## config.mk

```make
export PLATFORM = sky130hd
export DESIGN_NAME = psum_accumulator_flat
export DESIGN_NICKNAME = d
export VERILOG_FILES = /design/src/rtl/psum_acc_pkg.sv /design/src/rtl/psum_accumulator_if.sv /design/src/rtl/psum_sat_add.sv /design/src/rtl/psum_accumulator.sv /design/src/flat_wrapper.sv
export SDC_FILE = /design/constraint.sdc
export NUM_CORES = 1
export LEC_CHECK = 0
export ABC_CLOCK_PERIOD_IN_PS = 3600
export CAP_MARGIN = 30
export CORE_MARGIN = 2
export CORE_UTILIZATION = 60
export CTS_CLUSTER_DIAMETER = 80
export DETAILED_ROUTE_END_ITERATION = 8
export PLACE_DENSITY = 0.85
export SLEW_MARGIN = 20
export SYNTH_ARGS = -nofsm -noshare
export SYNTH_HDL_FRONTEND = slang
export SYNTH_HIERARCHICAL = 1
export SYNTH_SLANG_ARGS = --single-unit
```

## constraint.sdc

```tcl
create_clock -name clk -period 3.6 [get_ports clk]
set_input_delay 0.54 -clock clk [delete_from_list [all_inputs] [get_ports clk]]
set_output_delay 0.54 -clock clk [all_outputs]
set_load 0.01 [all_outputs]
```

## src/rtl/psum_acc_pkg.sv

```systemverilog
// psum_accumulator shared types and constants.
// Optional feature macro: PSUM_ACC_SATURATE_EN (saturating accumulate).
package psum_acc_pkg;

    typedef enum logic [1:0] {
        IDLE  = 2'd0,
        ACCUM = 2'd1,
        HOLD  = 2'd2
    } state_t;

    // Product width seen by the accumulator and the multiplier.
    function automatic int p_width(input int i_w, input int f_w);
        return i_w + f_w;
    endfunction

    // Widest supported saturating accumulator.
    localparam int SAT_W_MAX = 64;

    // Signed limits at SAT_W_MAX; narrowed by arithmetic shift.
    localparam logic signed [SAT_W_MAX-1:0] SAT_MAX_64 =
        {1'b0, {(SAT_W_MAX-1){1'b1}}};
    localparam logic signed [SAT_W_MAX-1:0] SAT_MIN_64 =
        {1'b1, {(SAT_W_MAX-1){1'b0}}};

endpackage

```

## src/rtl/psum_accumulator_if.sv

```systemverilog
// Product input / sum output bundle of psum_accumulator.
// Optional feature macro: PSUM_ACC_SATURATE_EN (no effect here).
interface psum_accumulator_if
    import psum_acc_pkg::*;
#(
    parameter int I_WIDTH   = 8,
    parameter int F_WIDTH   = 8,
    parameter int ACC_WIDTH = 32,
    parameter int LEN_WIDTH = 8
) ();

    localparam int P_WIDTH = p_width(I_WIDTH, F_WIDTH);

    logic [LEN_WIDTH-1:0] len_i;
    logic [P_WIDTH-1:0]   in_mul_i;
    logic                 in_valid_i;
    logic                 in_ready_o;
    logic [ACC_WIDTH-1:0] out_sum_o;
    logic                 out_valid_o;
    logic                 out_ready_i;
    logic                 busy_o;

    modport master (
        output len_i,
        output in_mul_i,
        output in_valid_i,
        input  in_ready_o,
        input  out_sum_o,
        input  out_valid_o,
        output out_ready_i,
        input  busy_o
    );

    modport slave (
        input  len_i,
        input  in_mul_i,
        input  in_valid_i,
        output in_ready_o,
        output out_sum_o,
        output out_valid_o,
        input  out_ready_i,
        output busy_o
    );

endinterface

```

## src/rtl/psum_sat_add.sv

```systemverilog
// Combinational signed adder for the partial-sum accumulator.
// Macro PSUM_ACC_SATURATE_EN: clamp to signed limits, else wrap.
module psum_sat_add
    import psum_acc_pkg::*;
#(
    parameter int WIDTH = 32
) (
    input  logic signed [WIDTH-1:0] a,
    input  logic signed [WIDTH-1:0] b,
    output logic signed [WIDTH-1:0] sum
);

    logic signed [WIDTH-1:0] raw;

    assign raw = a + b;

`ifdef PSUM_ACC_SATURATE_EN
    localparam logic signed [WIDTH-1:0] MAX_V =
        WIDTH'(SAT_MAX_64 >>> (SAT_W_MAX - WIDTH));
    localparam logic signed [WIDTH-1:0] MIN_V =
        WIDTH'(SAT_MIN_64 >>> (SAT_W_MAX - WIDTH));

    logic ovf_pos;
    logic ovf_neg;

    // Same-sign operands with a flipped result sign overflowed.
    assign ovf_pos = ~a[WIDTH-1] & ~b[WIDTH-1] & raw[WIDTH-1];
    assign ovf_neg = a[WIDTH-1] & b[WIDTH-1] & ~raw[WIDTH-1];

    assign sum = ovf_pos ? MAX_V : (ovf_neg ? MIN_V : raw);
`else
    assign sum = raw;
`endif

endmodule

```

## src/rtl/psum_accumulator.sv

```systemverilog
// Accumulates len_i signed products into one partial sum per window.
// Macro PSUM_ACC_SATURATE_EN: saturating instead of wrapping adds.
module psum_accumulator
    import psum_acc_pkg::*;
#(
    parameter int I_WIDTH   = 8,
    parameter int F_WIDTH   = 8,
    parameter int ACC_WIDTH = 32,
    parameter int LEN_WIDTH = 8
) (
    input  logic              clk,
    input  logic              rst_n,
    psum_accumulator_if.slave bus
);

    localparam int P_WIDTH = p_width(I_WIDTH, F_WIDTH);

    if (ACC_WIDTH < P_WIDTH) begin : g_width_check
        $error("psum_accumulator: ACC_WIDTH < I_WIDTH+F_WIDTH");
    end

    state_t state;
    state_t state_d;

    logic signed [ACC_WIDTH-1:0] acc;
    logic signed [ACC_WIDTH-1:0] acc_d;
    logic signed [ACC_WIDTH-1:0] prod_ext;
    logic signed [ACC_WIDTH-1:0] add_res;
    logic signed [P_WIDTH-1:0]   mul;

    logic [LEN_WIDTH-1:0] cnt;
    logic [LEN_WIDTH-1:0] cnt_d;
    logic [LEN_WIDTH-1:0] cnt_inc;
    logic [LEN_WIDTH-1:0] len_q;
    logic [LEN_WIDTH-1:0] len_d;
    logic [LEN_WIDTH-1:0] len_eff;

    logic ready;
    logic accept;
    logic transfer;

    assign mul      = bus.in_mul_i;
    assign prod_ext = ACC_WIDTH'(mul);
    assign len_eff  = (bus.len_i == '0) ? LEN_WIDTH'(1) : bus.len_i;
    assign cnt_inc  = cnt + LEN_WIDTH'(1);

    // HOLD only takes a product when the finished sum leaves too.
    assign ready = (state == IDLE) || (state == ACCUM) ||
                   ((state == HOLD) && bus.out_ready_i);

    assign bus.in_ready_o  = ready & rst_n;
    assign bus.out_valid_o = (state == HOLD);
    assign bus.busy_o      = (state == ACCUM);
    assign bus.out_sum_o   = acc;

    assign accept   = bus.in_valid_i & bus.in_ready_o;
    assign transfer = bus.out_valid_o & bus.out_ready_i;

    psum_sat_add #(
        .WIDTH (ACC_WIDTH)
    ) u_add (
        .a   (acc),
        .b   (prod_ext),
        .sum (add_res)
    );

    // Next state and next datapath values.
    always_comb begin
        state_d = state;
        acc_d   = acc;
        cnt_d   = cnt;
        len_d   = len_q;
        unique case (state)
            IDLE: begin
                if (accept) begin
                    len_d   = len_eff;
                    acc_d   = prod_ext;
                    cnt_d   = LEN_WIDTH'(1);
                    state_d = (len_eff == LEN_WIDTH'(1)) ? HOLD : ACCUM;
                end
            end
            ACCUM: begin
                if (accept) begin
                    acc_d = add_res;
                    cnt_d = cnt_inc;
                    if (cnt_inc == len_q) begin
                        state_d = HOLD;
                    end
                end
            end
            HOLD: begin
                if (transfer && accept) begin
                    len_d   = len_eff;
                    acc_d   = prod_ext;
                    cnt_d   = LEN_WIDTH'(1);
                    state_d = (len_eff == LEN_WIDTH'(1)) ? HOLD : ACCUM;
                end else if (transfer) begin
                    state_d = IDLE;
                end
            end
            default: begin
                state_d = IDLE;
            end
        endcase
    end

    // State and datapath registers with synchronous reset.
    always_ff @(posedge clk) begin
        if (!rst_n) begin
            state <= IDLE;
            acc   <= '0;
            cnt   <= '0;
            len_q <= '0;
        end else begin
            state <= state_d;
            acc   <= acc_d;
            cnt   <= cnt_d;
            len_q <= len_d;
        end
    end

endmodule

```

## src/flat_wrapper.sv

```systemverilog
// flat-port wrapper written by rule: the top's interface ports become plain ports
module psum_accumulator_flat import psum_acc_pkg::*;
#(
    parameter int I_WIDTH   = 8,
    parameter int F_WIDTH   = 8,
    parameter int ACC_WIDTH = 32,
    parameter int LEN_WIDTH = 8
)
  (clk, rst_n, bus_len_i, bus_in_mul_i, bus_in_valid_i, bus_in_ready_o, bus_out_sum_o, bus_out_valid_o, bus_out_ready_i, bus_busy_o);
  psum_accumulator_if #(.I_WIDTH(I_WIDTH), .F_WIDTH(F_WIDTH), .ACC_WIDTH(ACC_WIDTH), .LEN_WIDTH(LEN_WIDTH)) bus_i ();
  input  logic clk;
  input  logic rst_n;
  input wire logic [$bits(bus_i.len_i)-1:0] bus_len_i;
  input wire logic [$bits(bus_i.in_mul_i)-1:0] bus_in_mul_i;
  input wire logic [$bits(bus_i.in_valid_i)-1:0] bus_in_valid_i;
  output wire logic [$bits(bus_i.in_ready_o)-1:0] bus_in_ready_o;
  output wire logic [$bits(bus_i.out_sum_o)-1:0] bus_out_sum_o;
  output wire logic [$bits(bus_i.out_valid_o)-1:0] bus_out_valid_o;
  input wire logic [$bits(bus_i.out_ready_i)-1:0] bus_out_ready_i;
  output wire logic [$bits(bus_i.busy_o)-1:0] bus_busy_o;
  assign bus_i.len_i = bus_len_i;
  assign bus_i.in_mul_i = bus_in_mul_i;
  assign bus_i.in_valid_i = bus_in_valid_i;
  assign bus_in_ready_o = bus_i.in_ready_o;
  assign bus_out_sum_o = bus_i.out_sum_o;
  assign bus_out_valid_o = bus_i.out_valid_o;
  assign bus_i.out_ready_i = bus_out_ready_i;
  assign bus_busy_o = bus_i.busy_o;
  psum_accumulator #(.I_WIDTH(I_WIDTH), .F_WIDTH(F_WIDTH), .ACC_WIDTH(ACC_WIDTH), .LEN_WIDTH(LEN_WIDTH)) u_core (.clk(clk), .rst_n(rst_n), .bus(bus_i));
endmodule
```

==> flow_metrics.py <==
metrics = {
    "worst_hold_path": {
        "hp-start": "u_core/cnt[7]$_SDFFE_PN0P_",
        "holdPathStages": 2,
        "worstHoldEndpoint": "u_core/cnt[7]$_SDFFE_PN0P_",
        "hp-class": "flop to flop",
    },
    "logic_synthesis": {
        "avgSynthCellArea_sq_um": 7.59,
        "synth.distinct_cells": 69,
        "ys_ff_latch": 50,
        "postSynthCellCount": 562,
        "async_flop_share": 0,
        "ys_warn_count": 6,
        "synth_area_sq_mm": 0.00426,
        "synth_seq_area_share": 0.235,
        "syn_nets": 623,
        "synth_edf_count": 0,
        "dominantRegCellSynth": "dfxtp_1",
    },
    "die": {
        "die_w_um": 88.3,
        "dieArea_sq_mm": 0.00780,
        "start_util": 0.624,
        "dieHeight_um": 88.3,
        "io_pins": 63,
        "core_sq_mm": 0.00683,
        "num_rows": 30,
    },
    "detailed_routing": {
        "drcViolationCount": 0,
        "first_pass_iters": 5,
        "via_per_inst": 6.18,
        "drt_wl_total_um": 11800,
        "drtIter0Drc": 205,
        "wl_per_cell_um": 16.5,
        "antenna_left": 0,
        "vias": 4424,
    },
    "timing": {
        "finalHoldViolCount": 0,
        "setup_viol": 0,
        "tightest_slew_ps": 674,
        "fmax_mhz": 309,
        "period_minus_slack_ps": 3240,
        "slew_headroom": 0.551,
        "fin_crit_sh": 0.899,
        "fin_worst_hold_slack_ps": 491,
        "setup_tns_ps": 0,
        "clock_skew_ps": 4.97,
        "rsz0062_at_grt": "no",
        "finalMaxSlewViolations": 0,
    },
    "power_and_ir_drop": {
        "power_switching_w": 0.000680,
        "combPwrFrac": 0.426,
        "irDropWorstVdd_mv": 0.247,
        "p_int_w": 0.00106,
        "p_sw_frac": 0.391,
        "clockPowerShare": 0.215,
        "leakage_nw": 2.03,
        "power_frac_seq": 0.359,
        "powerDensity_mw_per_mm2": 341,
    },
    "place": {
        "place.gp.congestion": 0.949,
        "dp_cells": 708,
        "hpwl_um": 8750,
        "portBuffers": 62,
        "dpl_cell_area_sq_mm": 0.00500,
    },
    "cts": {
        "cts.htree.levels": 2,
        "cts_tree": "yes",
        "root_buffer": "clkbuf_8",
        "cts_setup_buffers": 0,
        "insertion_delay_ps": 310,
        "cts_buffer_depth": 2,
        "hold_buffers": 0,
        "clkTransAtPathRegs_ps": 110,
        "cts_resized": 0,
        "numCtsBuffers": 5,
        "cts.sinks": 50,
    },
    "worst_setup_path": {
        "worstPathCellList": "clkdlybuf4s50_1 > buf_4 > ha_1 > nand2_1 > a211oi_1 > o221ai_1 > o41ai_1 > a21oi_1 > xnor2_1 > a21oi_1 > a211oi_1",
        "cp-end-kind": "flop",
        "path_delay_family": "compound AO/OA/AOI/OAI gates",
        "r2r-start": "u_core/bus.out_sum_o[6]$_SDFFE_PN0P_",
        "worstSetupPathType": "input pin to flop",
        "cp_max_fo": 10,
        "reg2reg_setup_slack_ps": 910,
        "cp_data_arrival_time_ps": 3470,
        "cpMaxStageDelayCell": "clkdlybuf4s50_1",
        "r2r-end": "u_core/bus.out_sum_o[29]$_SDFFE_PN0P_",
        "cp_num_buf_inv": 2,
        "reg2reg_depth": 9,
        "cp_slowest_stage_delay_ps": 660,
        "required_ps": 3830,
        "start_kind": "input pin",
    },
    "global_routing": {
        "grt_pass1_wl_um": 19200,
        "antenna_found_initial": 0,
        "overflow": 0,
        "groute.usage.overall": 0.307,
        "grt_pass1_vias": 4143,
        "grt_max_degree": 40,
    },
    "finish": {
        "drive_gt1_frac": 0.0726,
        "fill_cells": 550,
        "postLayoutCoreUtil": 0.747,
        "area_delta_synth_final_pct": 19.6,
        "nNetsFinal": 680,
        "final_cells": 716,
        "finish.instance_area_sq_mm": 0.00510,
        "antenna_cells": 0,
        "layout_common_cells": "a21oi_1, nor2_1, nand2_1",
    },
    "status": {
        "status": "finished, final reports clean",
    },
    "run": {
        "maxCapViolCount": 0,
    },
}
routing by layer:
metal | share of wire | routed length, um | global-route usage | up-vias
met5 | 0 | 0 | 0 | -
met4 | 0.026 | 308 | 0.105 | 0
met3 | 0.058 | 687 | 0.0382 | 26
met2 | 0.49 | 5790 | 0.537 | 159
met1 | 0.43 | 5030 | 0.389 | 2054
li1 | - | - | - | 2185
how the worst max path moves through the flow:
stage | from | end | slack (ps) | cells past startpoint
floorplan | bus_in_mul_i[0] | u_core/bus.out_sum_o[26]$_SDFFE_PN0P_ | 1030 | 10
global placement | bus_in_mul_i[15] | u_core/bus.out_sum_o[31]$_SDFFE_PN0P_ | 30 | 11
detailed placement | bus_in_mul_i[15] | u_core/bus.out_sum_o[31]$_SDFFE_PN0P_ | 20 | 11
CTS | bus_in_mul_i[15] | u_core/bus.out_sum_o[31]$_SDFFE_PN0P_ | 330 | 11
global route | bus_in_mul_i[15] | u_core/bus.out_sum_o[31]$_SDFFE_PN0P_ | 70 | 11
finish | bus_in_mul_i[15] | u_core/bus.out_sum_o[31]$_SDFFE_PN0P_ | 360 | 11
power by group through the flow:
stage	registers [W]	clock network [W]	logic, W
6_report	0.000625	0.000373	0.000742
5_1_grt	0.000631	0.000397	0.000815
4_1_cts	0.000626	0.000381	0.000732
3_5_place_dp	0.000638	0	0.000725
3_3_place_gp	0.000636	0	0.000712
2_1_floorplan	0.000644	0	0.000484
per-stage QoR:
| step | power (W) | setup slack, ps |
|---|---|---|
| 2_1_floorplan | 0.00113 | 1030 |
| 3_3_place_gp | 0.00135 | 34.3 |
| 3_5_place_dp | 0.00136 | 24.7 |
| 4_1_cts | 0.00174 | 332 |
| 5_1_grt | 0.00184 | 71.8 |
| 6_report | 0.00174 | 362 |
logic make-up after synthesis:
kind of cell               synth area share
AOI/OAI and AO/OA                     0.285
xor gates and xnor gates             0.0801
adders and majority gates            0.0986
buffers and inverters                0.0464
DFF                                   0.235
muxes                                0.0211
and+or+nand+nor                       0.234
tightest hold or removal path: stages (launching register included):
cell	delay, ps
dfxtp_1	350
nand2_1	60
a21oi_1	50
registers in the layout, indices dropped and copies added, names as in the netlist:
signal,cells
u_core/len_q,8
u_core/bus.out_sum_o,32
u_core/state,2
u_core/cnt,8
area by class of cell:
class	instances	area, sq um	area share
repair buffers	81	763	0.150
clock inverters	3	28.8	0.00564
clock buffers	5	68.8	0.0135
multi-input cells	467	3070	0.601
inverters	14	52.6	0.0103
flip-flops and latches	50	1000	0.196
well taps	96	120	0.0236
Yosys cell counts, types with 3 or more instances:
cell,count,share of area
o221ai_1,3,0.0062
nand2b_1,4,0.0059
and3_1,7,0.010
clkbuf_1,11,0.0097
ha_1,32,0.094
a311oi_1,16,0.033
nor3_1,7,0.0082
nor2b_1,7,0.010
nor4_2,3,0.0088
xor2_1,13,0.027
nand3_1,12,0.014
o21ai_0,27,0.032
and4_1,3,0.0062
and2_1,5,0.0073
or4_1,3,0.0053
a21oi_1,65,0.076
a21o_1,8,0.014
a211oi_1,25,0.044
dfxtp_1,50,0.23
mux2i_1,9,0.021
inv_1,13,0.011
nand2_1,65,0.057
o211ai_1,3,0.0053
buf_2,17,0.020
nand4_1,5,0.0073
o21bai_1,3,0.0053
a31oi_1,5,0.0073
nor2_1,65,0.057
xnor2_1,26,0.053
No activity file was read; power rests on OpenSTA's default activity.
